<file path="src/rtl/piso_pkg.sv">
// Shared types and helpers for the piso4 serial frame transmitter.
// Frame on the line: start bit, WIDTH data bits LSB-first, stop bit.
package piso_pkg;

  typedef enum logic [1:0] {
    ST_IDLE  = 2'd0,
    ST_START = 2'd1,
    ST_DATA  = 2'd2,
    ST_STOP  = 2'd3
  } state_t;

  // The start bit is the opposite of the resting line level, so the receiver sees an edge.
  function automatic logic start_bit(input logic idle_level);
    return ~idle_level;
  endfunction

  function automatic logic stop_bit(input logic idle_level);
    return idle_level;
  endfunction

  function automatic int frame_len(input int width);
    return width + 2;
  endfunction

  function automatic int cnt_width(input int width);
    return (width > 1) ? $clog2(width) : 1;
  endfunction

endpackage

</file>
<file path="src/rtl/bit_counter.sv">
// Data-bit index counter for piso4: synchronous clear, count enable,
// terminal count when the index reaches WIDTH-1.
module bit_counter
  import piso_pkg::*;
#(
  parameter int WIDTH = 4,
  parameter int CW    = cnt_width(WIDTH)
) (
  input  logic i_clk,
  input  logic i_rst_n,
  input  logic i_clr,
  input  logic i_en,
  output logic o_tc
);

  localparam logic [CW-1:0] TC_VAL = CW'(WIDTH - 1);

  logic [CW-1:0] r_cnt;

  // Holds at terminal count so the index can never wrap inside a frame.
  always_ff @(posedge i_clk or negedge i_rst_n) begin
    if (!i_rst_n) begin
      r_cnt <= '0;
    end else if (i_clr) begin
      r_cnt <= '0;
    end else if (i_en && !o_tc) begin
      r_cnt <= r_cnt + CW'(1);
    end
  end

  assign o_tc = (r_cnt == TC_VAL);

endmodule

</file>
<file path="src/rtl/piso4.sv">
// Parallel-in serial-out frame transmitter with valid/ready intake.
// Every output is registered from the decoded next state.
module piso4
  import piso_pkg::*;
#(
  parameter int   WIDTH      = 4,
  parameter logic IDLE_LEVEL = 1'b1
) (
  input  logic             i_clk,
  input  logic             i_rst_n,
  input  logic [WIDTH-1:0] i_in,
  input  logic             i_in_valid,
  output logic             o_in_ready,
  output logic             o_sout,
  output logic             o_sout_valid,
  output logic             o_busy,
  output logic             o_done
);

  localparam logic START_BIT = start_bit(IDLE_LEVEL);
  localparam logic STOP_BIT  = stop_bit(IDLE_LEVEL);

  state_t           r_state;
  state_t           w_state_nxt;
  logic [WIDTH-1:0] r_shreg;

  logic r_in_ready;
  logic r_sout;
  logic r_sout_valid;
  logic r_busy;
  logic r_done;

  logic w_accept;
  logic w_cnt_tc;
  logic w_cnt_clr;
  logic w_cnt_en;
  logic w_load;
  logic w_shift;

  logic w_in_ready_nxt;
  logic w_sout_nxt;
  logic w_sout_valid_nxt;
  logic w_busy_nxt;
  logic w_done_nxt;

  // Ready is a register, so in_valid never reaches in_ready combinationally.
  assign w_accept = i_in_valid && r_in_ready;

  always_ff @(posedge i_clk or negedge i_rst_n) begin
    if (!i_rst_n) begin
      r_state <= ST_IDLE;
    end else begin
      r_state <= w_state_nxt;
    end
  end

  always_comb begin
    w_state_nxt = r_state;
    case (r_state)
      ST_IDLE:  if (w_accept) w_state_nxt = ST_START;
      ST_START: w_state_nxt = ST_DATA;
      ST_DATA:  if (w_cnt_tc) w_state_nxt = ST_STOP;
      ST_STOP:  w_state_nxt = w_accept ? ST_START : ST_IDLE;
      default:  w_state_nxt = ST_IDLE;
    endcase
  end

  // Decoded from the next state so the registered line matches the state it enters.
  always_comb begin
    w_in_ready_nxt   = 1'b0;
    w_sout_nxt       = IDLE_LEVEL;
    w_sout_valid_nxt = 1'b0;
    w_busy_nxt       = 1'b0;
    w_done_nxt       = 1'b0;
    case (w_state_nxt)
      ST_IDLE: begin
        w_in_ready_nxt = 1'b1;
      end
      ST_START: begin
        w_sout_nxt       = START_BIT;
        w_sout_valid_nxt = 1'b1;
        w_busy_nxt       = 1'b1;
      end
      ST_DATA: begin
        w_sout_nxt       = r_shreg[0];
        w_sout_valid_nxt = 1'b1;
        w_busy_nxt       = 1'b1;
      end
      ST_STOP: begin
        w_in_ready_nxt   = 1'b1;
        w_sout_nxt       = STOP_BIT;
        w_sout_valid_nxt = 1'b1;
        w_busy_nxt       = 1'b1;
        w_done_nxt       = 1'b1;
      end
      default: begin
        w_in_ready_nxt = 1'b1;
      end
    endcase
  end

  assign w_load    = w_accept;
  assign w_shift   = (w_state_nxt == ST_DATA);
  assign w_cnt_clr = (r_state == ST_START);
  assign w_cnt_en  = (r_state == ST_DATA);

  // Load and shift never coincide: an accept always leads into START.
  always_ff @(posedge i_clk or negedge i_rst_n) begin
    if (!i_rst_n) begin
      r_shreg <= '0;
    end else if (w_load) begin
      r_shreg <= i_in;
    end else if (w_shift) begin
      r_shreg <= r_shreg >> 1;
    end
  end

  always_ff @(posedge i_clk or negedge i_rst_n) begin
    if (!i_rst_n) begin
      r_in_ready   <= 1'b0;
      r_sout       <= IDLE_LEVEL;
      r_sout_valid <= 1'b0;
      r_busy       <= 1'b0;
      r_done       <= 1'b0;
    end else begin
      r_in_ready   <= w_in_ready_nxt;
      r_sout       <= w_sout_nxt;
      r_sout_valid <= w_sout_valid_nxt;
      r_busy       <= w_busy_nxt;
      r_done       <= w_done_nxt;
    end
  end

  bit_counter #(
    .WIDTH (WIDTH)
  ) u_bit_counter (
    .i_clk   (i_clk),
    .i_rst_n (i_rst_n),
    .i_clr   (w_cnt_clr),
    .i_en    (w_cnt_en),
    .o_tc    (w_cnt_tc)
  );

  assign o_in_ready   = r_in_ready;
  assign o_sout       = r_sout;
  assign o_sout_valid = r_sout_valid;
  assign o_busy       = r_busy;
  assign o_done       = r_done;

endmodule

</file>
<file path="config.mk">
export PLATFORM = sky130hd
export DESIGN_NAME = piso4
export DESIGN_NICKNAME = d
export VERILOG_FILES = /design/src/rtl/piso_pkg.sv /design/src/rtl/bit_counter.sv /design/src/rtl/piso4.sv
export SDC_FILE = /design/constraint.sdc
export NUM_CORES = 1
export LEC_CHECK = 0
export BUFFER_PORTS_ARGS = -buffer_cell sky130_fd_sc_hd__buf_2
export CAP_MARGIN = 20
export CORE_AREA = 4 4 41 43
export DETAILED_ROUTE_END_ITERATION = 8
export DIE_AREA = 0 0 45 47
export PLACE_DENSITY_LB_ADDON = 0.15
export SYNTH_ARGS = -nofsm -noshare
export SYNTH_HDL_FRONTEND = slang
export SYNTH_SLANG_ARGS = --single-unit
</file>
<file path="constraint.sdc">
create_clock -name i_clk -period 4 [get_ports i_clk]
set_input_delay 0.8 -clock i_clk [delete_from_list [all_inputs] [get_ports i_clk]]
set_output_delay 0.8 -clock i_clk [all_outputs]
set_load 0.02 [all_outputs]
</file>
==> metrics.csv, run 1 <==
metric,value,unit
outcome,"finished, final reports clean",
reg2reg start,r_state[0],
DRT Wirelength,859,microns
CTS Sinks,12,
crit path max fanout,6,
WL per Instance,10.60,microns
CTS tree,yes,
Slew @ Worst Pin,0.2773,ns
htree depth,1,
Num CTS Buffers,3,
first-pass GRT wire length,1455,microns
GRT overflow,0,
Final setup viols,0,
"flops & latches, synth",12,
Filler cells,115,
"Req. time, crit path",4.14,ns
"Reg clk slew, reported paths",0.07,ns
antenna cells,0,
Worst Hold Class,input pin to async pin,
Max-cap violations,0,
Synth Cell Area,611.8,sq um
average cell area after synthesis,11.33,sq um
vias in the first global route,356,
initial core utilization,47.02,%
DRC,0,
sequential-to-total area share from yosys stat,49.28,%
CP arrival,2.02,ns
Period minus WS final,1.879,ns
Final ANT Viol Nets,0,
Finished Layout Cells,81,
core footprint,0.001301,sq mm
syn_nets,70,
worst skew pair latency,0.27,ns
via count,374,
reg-to-reg endpoint,r_shreg[0],
total power,0.5891,mW
Pins Over Slew Limit,0,
FF-to-FF path depth,7,
crit path kind,flop to flop,
Die Width,45,microns
leakage power,0.3560,nW
cts hold-fix bufs,0,
largest net degree at the start of global routing,13,
VDD IR max,0.4026,mV
post-route setup TNS,0,ns
CP endpoint kind,flop,
GRT Resource Usage Total,10.02,%
Post-CTS Setup Bufs,0,
gpl congestion,0.7142,
fraction of layout cells with a size suffix above 1,27.27,%
Final Core Density,53.37,%
CTS root buf,clkbuf_4,
Syn-to-layout area delta,13.50,%
Placed Cells,77,
hold slack,0.3919,ns
Hold Fails Final Rpt,0,
Synth Warn #,0,
FMAX,532.1,MHz
Avg Vias per Cell,4.617,
HPWL Detailed,687.1,microns
1st-iter DRT viols,2,
clk_skew,0.005427,ns
Die Y,47,microns
Die ar.,0.002115,sq mm
Power Dens Cells,848.4,mW/mm^2
Final Cycle Share,46.98,%
initial antenna violation count,0,
post-cts resize count,0,
Cell Rows,13,
RSZ-0062 raised after global routing,false,
number of port buffers,11,
Clock Path Buffers,2,
Yosys cell types,19,
final-stage net count,83,
crit start category,flop,
Worst R2R Setup Slack,2.12,ns
Rel. slew slack,81.51,%
io pins,12,
cells after synthesis,54,
DR pass1 iterations,4,
-- how the worst max path moves through the flow --
stage	from	endpoint	cells after the start
after floorplan	i_in_valid	r_shreg[0]	8
after global placement	i_in_valid	r_shreg[2]	7
after detailed placement	i_in_valid	r_shreg[0]	7
after CTS	r_state[0]	r_shreg[0]	7
after global routing	r_state[0]	r_shreg[0]	7
final	r_state[0]	r_shreg[0]	7
-- placed cells by master, fill, tap and decap left out, drive strengths merged --
| cell type | synthesis | final |
|---|---|---|
| inv | 4 | 4 |
| nand2 | 6 | 6 |
| and2 | 1 | 1 |
| nor2 | 1 | 1 |
| or2 | 1 | 1 |
| and3 | 1 | 1 |
| ha | 9 | 9 |
| nand3b | 1 | 1 |
| buf | 3 | 11 |
| dfstp | 1 | 1 |
| a21oi | 1 | 1 |
| o21ai | 7 | 7 |
| nand3 | 1 | 1 |
| dfrtp | 11 | 11 |
| mux2i | 4 | 4 |
| nand2b | 2 | 2 |
| clkbuf | 0 | 4 |
-- metrics by stage --
stage / instance area [sq um] / setup slack, ns
2_1_floorplan: 611.8 / 2.036
3_3_place_gp: 668.1 / 1.884
3_5_place_dp: 668.1 / 1.821
4_1_cts: 694.4 / 2.084
5_1_grt: 694.4 / 1.927
6_report: 694.4 / 2.121
-- power breakdown --
part | switching, mW | internal, mW
clock network | 0.0375 | 0.0386
registers | 0.0293 | 0.186
logic | 0.169 | 0.129
-- cells by family after synthesis --
kind of cell / count (synthesis) / share of synthesized area (%)
buffers and inverters: 7 / 5.317
AO/OA/AOI/OAI: 8 / 7.772
multiplexers: 4 / 6.544
flip-flops: 12 / 49.28
AND/OR/NAND/NOR: 14 / 12.68
adder cells (fa/ha/maj): 9 / 18.41
-- layout make-up --
class | instances | area (sq um) | share of cell area (%)
Clock buffer | 4 | 26.28 | 3.784
Inverter | 4 | 15.01 | 2.162
Multi-Input combinational cell | 35 | 277.8 | 40.00
Sequential cell | 12 | 301.5 | 43.42
Tap cell | 15 | 18.77 | 2.703
Timing Repair Buffer | 11 | 55.05 | 7.928
-- synth_stat cells --
library cell | instances | area share (%)
a21oi_2 | 1 | 1.4
and2_1 | 1 | 1.0
and3_1 | 1 | 1.0
buf_2 | 2 | 1.6
buf_4 | 1 | 1.2
dfrtp_1 | 11 | 45
dfstp_2 | 1 | 4.3
ha_1 | 9 | 18
inv_1 | 4 | 2.5
mux2i_1 | 4 | 6.5
nand2_1 | 6 | 3.7
nand2b_1 | 1 | 1.0
nand2b_4 | 1 | 2.2
nand3_1 | 1 | 0.82
nand3b_1 | 1 | 1.2
nor2_1 | 1 | 0.61
o21ai_0 | 6 | 4.9
o21ai_2 | 1 | 1.4
or2_1 | 1 | 1.0
-- registers in the layout, summed over array words and instances (netlist names) --
signal	cells
r_state	2
u_bit_counter.r_cnt	2
o_sout	1
r_shreg	4
o_done	1
o_busy	1
o_in_ready	1
-- metal layers --
layer / up-vias / routed length [microns] / track usage (%)
li1: 201 / - / -
met1: 161 / 405 / 11.88
met2: 10 / 370 / 15.25
met3: 2 / 61 / 2.299
met4: 0 / 22 / 8.772
met5: - / 0 / 0
-- critical path, stage by stage (launching register included) --
cell	delay, ns
dfrtp_1	0.39
inv_1	0.08
ha_1	0.25
o21ai_0	0.22
and3_1	0.22
ha_1	0.31
mux2i_1	0.21
o21ai_0	0.09
No activity file was read; power rests on OpenSTA's default activity.
==> inputs of run 2 (changes only) <==
CORE_AREA = not set   (was 4 4 41 43)
CORE_MARGIN = 4   (was not set)
CORE_UTILIZATION = 46   (was not set)
DIE_AREA = not set   (was 0 0 45 47)
clock period = 1.7 ns   (was 4 ns; I/O delays follow)
==> run 2 against run 1 <==
Effect of this change:
- maximum frequency rose by 17%
- non-clock buffer count rose by 5
- critical endpoint unchanged
- sequential cell count did not move
- routed wire length rose by 16%
- worst setup slack got worse by 2.0 ns
- first-iteration DRC count fell by 50%
- die area fell by 6.5%
- critical path depth did not move
- largest power group unchanged
- combinational power rose to 3.0 times the previous value
- critical path type unchanged
- power rose to 2.7 times the previous value
==> metrics.csv, run 2 (synthesis results as in run 1) <==
metric,value,unit
Internal Power,0.9628,mW
Worst R2R Setup Slack,0.09,ns
1st-iter DRT viols,1,
Die Y,44.47,microns
GRT Resource Usage Total,12.18,%
Final Cycle Share,94.80,%
Hold Fails Final Rpt,0,
Switch Pwr,0.6152,mW
crit path max fanout,6,
io pins,12,
Syn-to-layout area delta,23.72,%
gpl congestion,0.7727,
Pins Over Slew Limit,0,
CP endpoint kind,flop,
vias in the first global route,401,
via count,404,
DR WL met2,479,microns
initial antenna violation count,0,
Largest Register,r_shreg,
max FFs per register,4,
Period minus WS final,1.612,ns
crit path kind,flop to flop,
Sw Ratio,38.98,%
core footprint,0.001171,sq mm
critical path cell sequence,"inv_2, ha_2, nand3b_1, and3_4, ha_4, mux2i_1, o21ai_0",
power share of the combinational group,56.1,%
number of port buffers,11,
Clock Path Buffers,2,
leakage power,0.3803,nW
Rel. slew slack,81.97,%
FMAX,620.5,MHz
outcome,"finished, final reports clean",
met3 routed wirelength,43,microns
htree depth,1,
top sig layer,met4,
Die Width,44.47,microns
HPWL Detailed,749.9,microns
CTS root buf,clkbuf_4,
Final ANT Viol Nets,0,
largest net degree at the start of global routing,13,
hold slack,0.2629,ns
"commonest cells after routing, fill and taps aside","buf_2 (11), dfrtp_1 (11), ha_1 (7)",
first-pass GRT wire length,1745,microns
fraction of layout cells with a size suffix above 1,38.03,%
CTS tree,yes,
WL per Instance,11.69,microns
CTS Sinks,12,
CP arrival,1.76,ns
Max-cap violations,0,
met1 WL,447,microns
DRT Wirelength,994,microns
Worst Path Buf+Inv,1,
DR pass1 iterations,3,
final-stage net count,88,
clock share of power,11.7,%
Cell Rows,12,
Worst Hold Class,input pin to flop,
initial core utilization,52.24,%
Worst path slowest cell,dfrtp_1,
worst skew pair latency,0.27,ns
DRC,0,
VDD IR max,1.174,mV
Slew @ Worst Pin,0.2704,ns
Num CTS Buffers,3,
Avg Vias per Cell,4.753,
antenna cells,0,
Final setup viols,0,
"Reg clk slew, reported paths",0.08,ns
GRT overflow,0,
"CP delay by family, top",flip-flops,
Reg power frac,32.2,%
"Req. time, crit path",1.85,ns
clk_skew,0.004527,ns
Power Dens Cells,2085,mW/mm^2
crit start category,flop,
CP max stage delay,0.42,ns
Final Core Density,64.64,%
biggest regs,"r_shreg (4), r_state (2), u_bit_counter.r_cnt (2)",
Die ar.,0.001978,sq mm
==> run 2: metal layers <==
metal | GRT usage, % | vias to the layer above
met3 | 3.659 | 2
met5 | 0 | -
met2 | 18.91 | 7
li1 | - | 208
met1 | 14.64 | 187
met4 | 7.229 | 0
==> run 2: power groups by stage <==
stage,sequential (mW),clock (mW),combinational [mW]
4_1_cts,0.506,0.195,0.860
2_1_floorplan,0.555,0,0.528
3_3_place_gp,0.507,0,0.771
5_1_grt,0.526,0.210,0.987
6_report,0.508,0.185,0.885
3_5_place_dp,0.513,0,0.788
==> run 2: what timing repair did <==
item	4_1_cts	5_1_grt
hold buffers	1	0
setup endpoints to repair	4	4
setup buffers	0	0
gates resized for setup	2	4
pin swaps	0	2
hold endpoints to repair	11	0
==> run 2: worst register-to-register path, stage by stage, from the launching register on <==
cell	delay (ns)
dfrtp_1	0.42
inv_2	0.08
ha_2	0.20
nand3b_1	0.13
and3_4	0.21
ha_4	0.17
mux2i_1	0.18
o21ai_0	0.10
==> run 2: metrics by stage <==
step	power [mW]	cells	setup slack (ns)	instance area [sq um]	TNS (ns)
floorplan	1.083	54	0.03439	611.8	0
global placement	1.278	80	0.02516	696.9	0
detailed placement	1.301	80	-0.02516	696.9	-0.05170
CTS	1.561	85	0.02838	745.7	0
global route	1.722	85	-0.001796	757.0	-0.001796
finish	1.578	85	0.08837	757.0	0
==> run 2: layout make-up <==
type	count	area [sq um]
fill	95	414.1
multi-input combinational	35	301.5
sequential	12	301.5
clock buffer	4	26.28
inverter	4	15.01
timing repair buffer	16	95.09
tap	14	17.52
==> run 2: final timing paths <==
check,startpoint,to,depth (start not counted)
min in group asynchronous,i_rst_n,r_state[1],2
max in group asynchronous,i_rst_n,o_sout,2
min,i_in[2],r_shreg[2],3
max reg2reg,r_state[1],r_shreg[0],7
max,r_state[1],r_shreg[0],7
min reg2reg,r_shreg[0],o_sout,2
